File: config.mk
export PLATFORM = sky130hd
export DESIGN_NAME = sram_ahb_arbiter
export DESIGN_NICKNAME = d
export VERILOG_FILES = /design/src/rtl/sram_ahb_arbiter.sv
export SDC_FILE = /design/constraint.sdc
export NUM_CORES = 1
export LEC_CHECK = 0
export CAP_MARGIN = 10
export CORE_ASPECT_RATIO = 2
export CORE_MARGIN = 4
export CORE_UTILIZATION = 37
export CTS_CLUSTER_SIZE = 8
export DETAILED_ROUTE_END_ITERATION = 6
export PLACE_DENSITY = 0.8
export SLEW_MARGIN = 0
export SYNTH_ARGS = -nofsm -noshare
export SYNTH_HDL_FRONTEND = slang
export SYNTH_SLANG_ARGS = --single-unit
export TNS_END_PERCENT = 100
File: constraint.sdc
create_clock -name hclk_i -period 2.5 [get_ports hclk_i]
set_clock_uncertainty 0.2 [all_clocks]
set_input_delay 0.5 -clock hclk_i [delete_from_list [all_inputs] [get_ports hclk_i]]
set_output_delay 0.5 -clock hclk_i [all_outputs]
set_load 0.02 [all_outputs]
File: src/rtl/sram_ahb_arbiter.sv
// sram_ahb_arbiter: two-master arbiter in front of the single-port SRAM AHB slave.
// Ports: hclk_i/hresetn_i; m0_*/m1_* master side (hsel, haddr, hwrite, hsize,
// hwdata in; hrdata, hready, hresp out); s_* slave side; grant_o one-hot owner.
module sram_ahb_arbiter #(
  parameter int DATA_WIDTH = 32,
  parameter int FIXED_PRIO = 0,
  parameter int TIMEOUT    = 16
) (
  input  logic                  hclk_i,
  input  logic                  hresetn_i,
  input  logic                  m0_hsel_i,
  input  logic [DATA_WIDTH-1:0] m0_haddr_i,
  input  logic                  m0_hwrite_i,
  input  logic [2:0]            m0_hsize_i,
  input  logic [DATA_WIDTH-1:0] m0_hwdata_i,
  output logic [DATA_WIDTH-1:0] m0_hrdata_o,
  output logic                  m0_hready_o,
  output logic [1:0]            m0_hresp_o,
  input  logic                  m1_hsel_i,
  input  logic [DATA_WIDTH-1:0] m1_haddr_i,
  input  logic                  m1_hwrite_i,
  input  logic [2:0]            m1_hsize_i,
  input  logic [DATA_WIDTH-1:0] m1_hwdata_i,
  output logic [DATA_WIDTH-1:0] m1_hrdata_o,
  output logic                  m1_hready_o,
  output logic [1:0]            m1_hresp_o,
  output logic                  s_hsel_o,
  output logic [DATA_WIDTH-1:0] s_haddr_o,
  output logic                  s_hwrite_o,
  output logic [2:0]            s_hsize_o,
  output logic [DATA_WIDTH-1:0] s_hwdata_o,
  input  logic [DATA_WIDTH-1:0] s_hrdata_i,
  input  logic                  s_hready_i,
  input  logic [1:0]            s_hresp_i,
  output logic [1:0]            grant_o
);

  typedef enum logic [1:0] {
    IDLE,
    GRANT,
    DONE
  } state_t;

  localparam logic [7:0] CNT_LIM = 8'(TIMEOUT - 1);

  state_t                state_q, state_d;
  logic [1:0]            grant_q, grant_d;
  logic                  last_q, last_d;
  logic [7:0]            cnt_q, cnt_d;
  logic                  sel_q, sel_d;
  logic [DATA_WIDTH-1:0] addr_q, addr_d;
  logic                  write_q, write_d;
  logic [2:0]            size_q, size_d;
  logic [DATA_WIDTH-1:0] wdata_q, wdata_d;
  logic [DATA_WIDTH-1:0] rdata_q, rdata_d;
  logic [1:0]            resp_q, resp_d;
  logic                  pick_m1;

  // last_q = 1 means m1 was served last; a tie goes to the other one
  always_comb begin
    pick_m1 = 1'b0;
    if (m1_hsel_i && !m0_hsel_i) begin
      pick_m1 = 1'b1;
    end else if (m1_hsel_i && m0_hsel_i) begin
      pick_m1 = (FIXED_PRIO == 0) && !last_q;
    end
  end

  always_comb begin
    state_d = state_q;
    grant_d = grant_q;
    last_d  = last_q;
    cnt_d   = cnt_q;
    sel_d   = sel_q;
    addr_d  = addr_q;
    write_d = write_q;
    size_d  = size_q;
    wdata_d = wdata_q;
    rdata_d = rdata_q;
    resp_d  = resp_q;
    unique case (state_q)
      IDLE: begin
        if (m0_hsel_i || m1_hsel_i) begin
          sel_d   = 1'b1;
          cnt_d   = '0;
          state_d = GRANT;
          if (pick_m1) begin
            grant_d = 2'b10;
            addr_d  = m1_haddr_i;
            write_d = m1_hwrite_i;
            size_d  = m1_hsize_i;
            wdata_d = m1_hwdata_i;
          end else begin
            grant_d = 2'b01;
            addr_d  = m0_haddr_i;
            write_d = m0_hwrite_i;
            size_d  = m0_hsize_i;
            wdata_d = m0_hwdata_i;
          end
        end
      end
      GRANT: begin
        cnt_d = cnt_q + 8'd1;
        // a real completion wins over a timeout in the same cycle
        if (s_hready_i) begin
          rdata_d = s_hrdata_i;
          resp_d  = s_hresp_i;
          sel_d   = 1'b0;
          state_d = DONE;
        end else if (cnt_q == CNT_LIM) begin
          rdata_d = '0;
          resp_d  = 2'b01;
          sel_d   = 1'b0;
          state_d = DONE;
        end
      end
      DONE: begin
        last_d  = grant_q[1];
        grant_d = 2'b00;
        state_d = IDLE;
      end
      default: begin
        sel_d   = 1'b0;
        grant_d = 2'b00;
        state_d = IDLE;
      end
    endcase
  end

  always_ff @(posedge hclk_i or negedge hresetn_i) begin
    if (!hresetn_i) begin
      state_q <= IDLE;
      grant_q <= 2'b00;
      last_q  <= 1'b1;
      cnt_q   <= '0;
      sel_q   <= 1'b0;
      addr_q  <= '0;
      write_q <= 1'b0;
      size_q  <= '0;
      wdata_q <= '0;
      rdata_q <= '0;
      resp_q  <= 2'b00;
    end else begin
      state_q <= state_d;
      grant_q <= grant_d;
      last_q  <= last_d;
      cnt_q   <= cnt_d;
      sel_q   <= sel_d;
      addr_q  <= addr_d;
      write_q <= write_d;
      size_q  <= size_d;
      wdata_q <= wdata_d;
      rdata_q <= rdata_d;
      resp_q  <= resp_d;
    end
  end

  logic done;
  assign done = (state_q == DONE);

  assign m0_hready_o = done && grant_q[0];
  assign m1_hready_o = done && grant_q[1];
  assign m0_hrdata_o = m0_hready_o ? rdata_q : '0;
  assign m1_hrdata_o = m1_hready_o ? rdata_q : '0;
  assign m0_hresp_o  = m0_hready_o ? resp_q : 2'b00;
  assign m1_hresp_o  = m1_hready_o ? resp_q : 2'b00;

  assign s_hsel_o   = sel_q;
  assign s_haddr_o  = addr_q;
  assign s_hwrite_o = write_q;
  assign s_hsize_o  = size_q;
  assign s_hwdata_o = wdata_q;
  assign grant_o    = grant_q;

endmodule

==> flow_summary.toml <==
[finish]
area_delta_synth_final_pct = 72.4
fill_cells = 1070
nNetsFinal = 942
final_area_um2 = 8810
drive_above_1_share_pct = 15.2

[setup_path]
critical_path_required_ps = 1800
endpoint_kind = "output pin"
cp_max_fo = 18
crit_buf_inv = 3
path_cells = "inv_1 -> and3_4 -> buf_12 -> and2_1 -> dlygate4sd2_1"
critPathTopFamily = "buffers and inverters"
worst-setup-path-type = "flop to output pin"
cp-start-kind = "flop"
crit_slowest_cell = "dfrtp_1"
cp_data_arrival_time_ps = 1720
cpPeakStageDelay_ps = 380

[detailed_routing]
first_iter_violations = 463
avgViaCountPerCell = 5.40
vias = 5053
dr.pass1.iters = 7
wl_per_cell_um = 20.3
wl_um = 19000
antenna_left = 0
drc = 18

[logic_synthesis]
synthTopCellsByCount = "dfrtp_1 (115), inv_1 (72), and2_1 (69)"
synth-edff-count = 0
ys_seq_area_share_pct = 56.8
async_flop_share_pct = 100
yosysMostFrequentCell = "dfrtp_1"
syn_inst = 454
synth_area_leader_cell = "dfrtp_1"
ys_warn_count = 0
synth_nets = 630
synth_ff_type = "dfrtp_1"
ys_top_cells_by_area = "dfrtp_1 (56%), a222oi_1 (13%), and2_1 (8.4%)"
syn-cell-area_um2 = 5110
synth_area_per_cell_um2 = 11.3
ys_types = 29
synth-seq-cells = 116
synth_top_area_share_pct = 56.3

[sta]
fin_ws_ps = 80.7
setup_viol = 0
maxSlewViolCount = 0
slew_headroom_pct = 72.9
finalCriticalPeriod_ps = 2420
max_freq_ghz = 0.413
tns_ps = 0
hold_viol_final = 0
period_share_pct = 96.8
tightest_slew_ps = 407

[grt]
gr-usage-all-layers_pct = 23.8
grt_pass1_wl_um = 29600
grt_max_degree = 69
grt_pass1_vias = 5498
grt_overflow = 0
antenna_found_initial = 2

[clock_tree]
cts_max_path_buffers = 2
htreeDepth = 4
post_cts_buffers = 0
clkLatencyLatePin_ps = 400
cts_tree = "yes"
cts_num_sinks = 116
root_buffer = "clkbuf_16"
cts-buffers-inserted = 17
clk_pin_slew_ps = 50

[placement]
gp_congestion = 0.847
placed_cell_area_um2 = 8480
place_hpwl_um = 14200
pre_cts_ws_ps = 29.8
portBuffers = 315

[pwr]
total_power_mw = 10.2
peakVddDrop_v = 0.000537
leakage_nw = 4.33
p_per_area_nw_per_um2 = 1160

[die]
start_util_pct = 37.8
core_region_area_um2 = 13500
ios = 316
dieArea_um2 = 15900
die_w_um = 91.1
die_h_um = 174
rows = 60

[run_status]
status = "finished with violations"
violations = "design-rule violations"

[hold_path]
min_path_type = "flop to flop"

[run]
cap_viol_max_count = 0
## repair_timing
| action | 4_1_cts | 5_1_grt |
|---|---|---|
| hold endpoints to repair | 26 | 0 |
| cloned | 0 | 1 |
| hold buffers | 1 | 0 |
| gates resized for setup | 76 | 122 |
| endpoints found under the setup margin | 70 | 68 |
## cells in the final DEF (no fill, tap or decap), drive strengths merged, types with 6 or more instances in the layout
cell type / instances
clkinv: 6
clkbuf: 81
o21ai: 6
mux2i: 6
and2: 69
dfrtp: 115
a22o: 34
a222oi: 68
inv: 73
clkdlybuf4s50: 244
nor2: 9
buf: 16
nand2: 10
dlygate4sd2: 7
## worst paths after layout
kind                                              end                       start  cells past startpoint  slack, ps
setup / recovery                      m0_hrdata_o[23]      state_q[0]$_DFFE_PN0P_                      5         80
hold / removal             s_hwdata_o[17]$_DFFE_PN0P_  s_hwdata_o[17]$_DFFE_PN0P_                      2        280
setup reg to reg                resp_q[0]$_DFFE_PN0P_        cnt_q[0]$_DFFE_PN0P_                      7        530
hold reg to reg            s_hwdata_o[17]$_DFFE_PN0P_  s_hwdata_o[17]$_DFFE_PN0P_                      2        280
max in group asynchronous   s_haddr_o[30]$_DFFE_PN0P_                   hresetn_i                      3       1090
min in group asynchronous  s_hwdata_o[14]$_DFFE_PN0P_                   hresetn_i                      2        380
## through the flow
stage          std cells  utilization, %  hold WS, ps
2_1_floorplan        454               -         4.41
3_3_place_gp         900            62.8          255
3_5_place_dp         900            62.8          258
4_1_cts              932            66.7          289
5_1_grt              935            65.2          303
6_report             935            65.2          284
## worst reg2reg max path, stage by stage (launching register included)
cell and delay, ps:
dfrtp_1 410, ha_1 260, and3_1 240, a21o_1 180, nand2_1 90, buf_4 250
inv_1 90, a2bb2oi_1 140
## state kept, by name, summed over array words and instances (netlist names)
| register | cells |
|---|---|
| resp_q | 2 |
| s_hwrite_o | 1 |
| rdata_q | 32 |
| cnt_q | 8 |
| s_haddr_o | 32 |
| s_hwdata_o | 32 |
| s_hsel_o | 1 |
| s_hsize_o | 3 |
| grant_o | 2 |
| last_q | 1 |
| state_q | 2 |
## cells by family (layout without fill, tap and decap cells)
| kind of cell | count (synthesis) | count (layout) | synth area share (%) |
|---|---|---|---|
| adders and majority gates | 1 | 1 | 0.245 |
| muxes | 6 | 6 | 1.18 |
| and+or+nand+nor | 103 | 103 | 11.8 |
| buffers and inverters | 111 | 435 | 8.99 |
| AOI/OAI and AO/OA | 117 | 117 | 20.9 |
| other | 0 | 2 | 0 |
| DFF | 116 | 116 | 56.8 |
## routing by layer
layer / global-route usage (%) / vias up / share of wire (%)
li1: - / 2286 / -
met1: 25.8 / 2443 / 36
met2: 42.1 / 282 / 52
met3: 7.10 / 42 / 8.2
met4: 11.0 / 0 / 3.8
met5: 0 / - / 0
## layout make-up
class / count / area, um2 / area share, %
multi-input combinational: 227 / 1770 / 20.1
clock inverter: 13 / 159 / 1.80
timing repair buffer: 332 / 3070 / 34.8
tap: 155 / 194 / 2.20
clock buffer: 18 / 439 / 4.99
antenna: 2 / 5.00 / 0.0568
inverter: 72 / 270 / 3.07
sequential: 116 / 2900 / 33.0
## where the power goes
group | total, mW | internal, mW | switching, mW
combinational | 4.42 | 2.12 | 2.30
clock | 2.44 | 1.58 | 0.861
sequential | 3.32 | 2.75 | 0.565
total | 10.2 | 6.45 | 3.73
(Power assumes the default switching activity.)
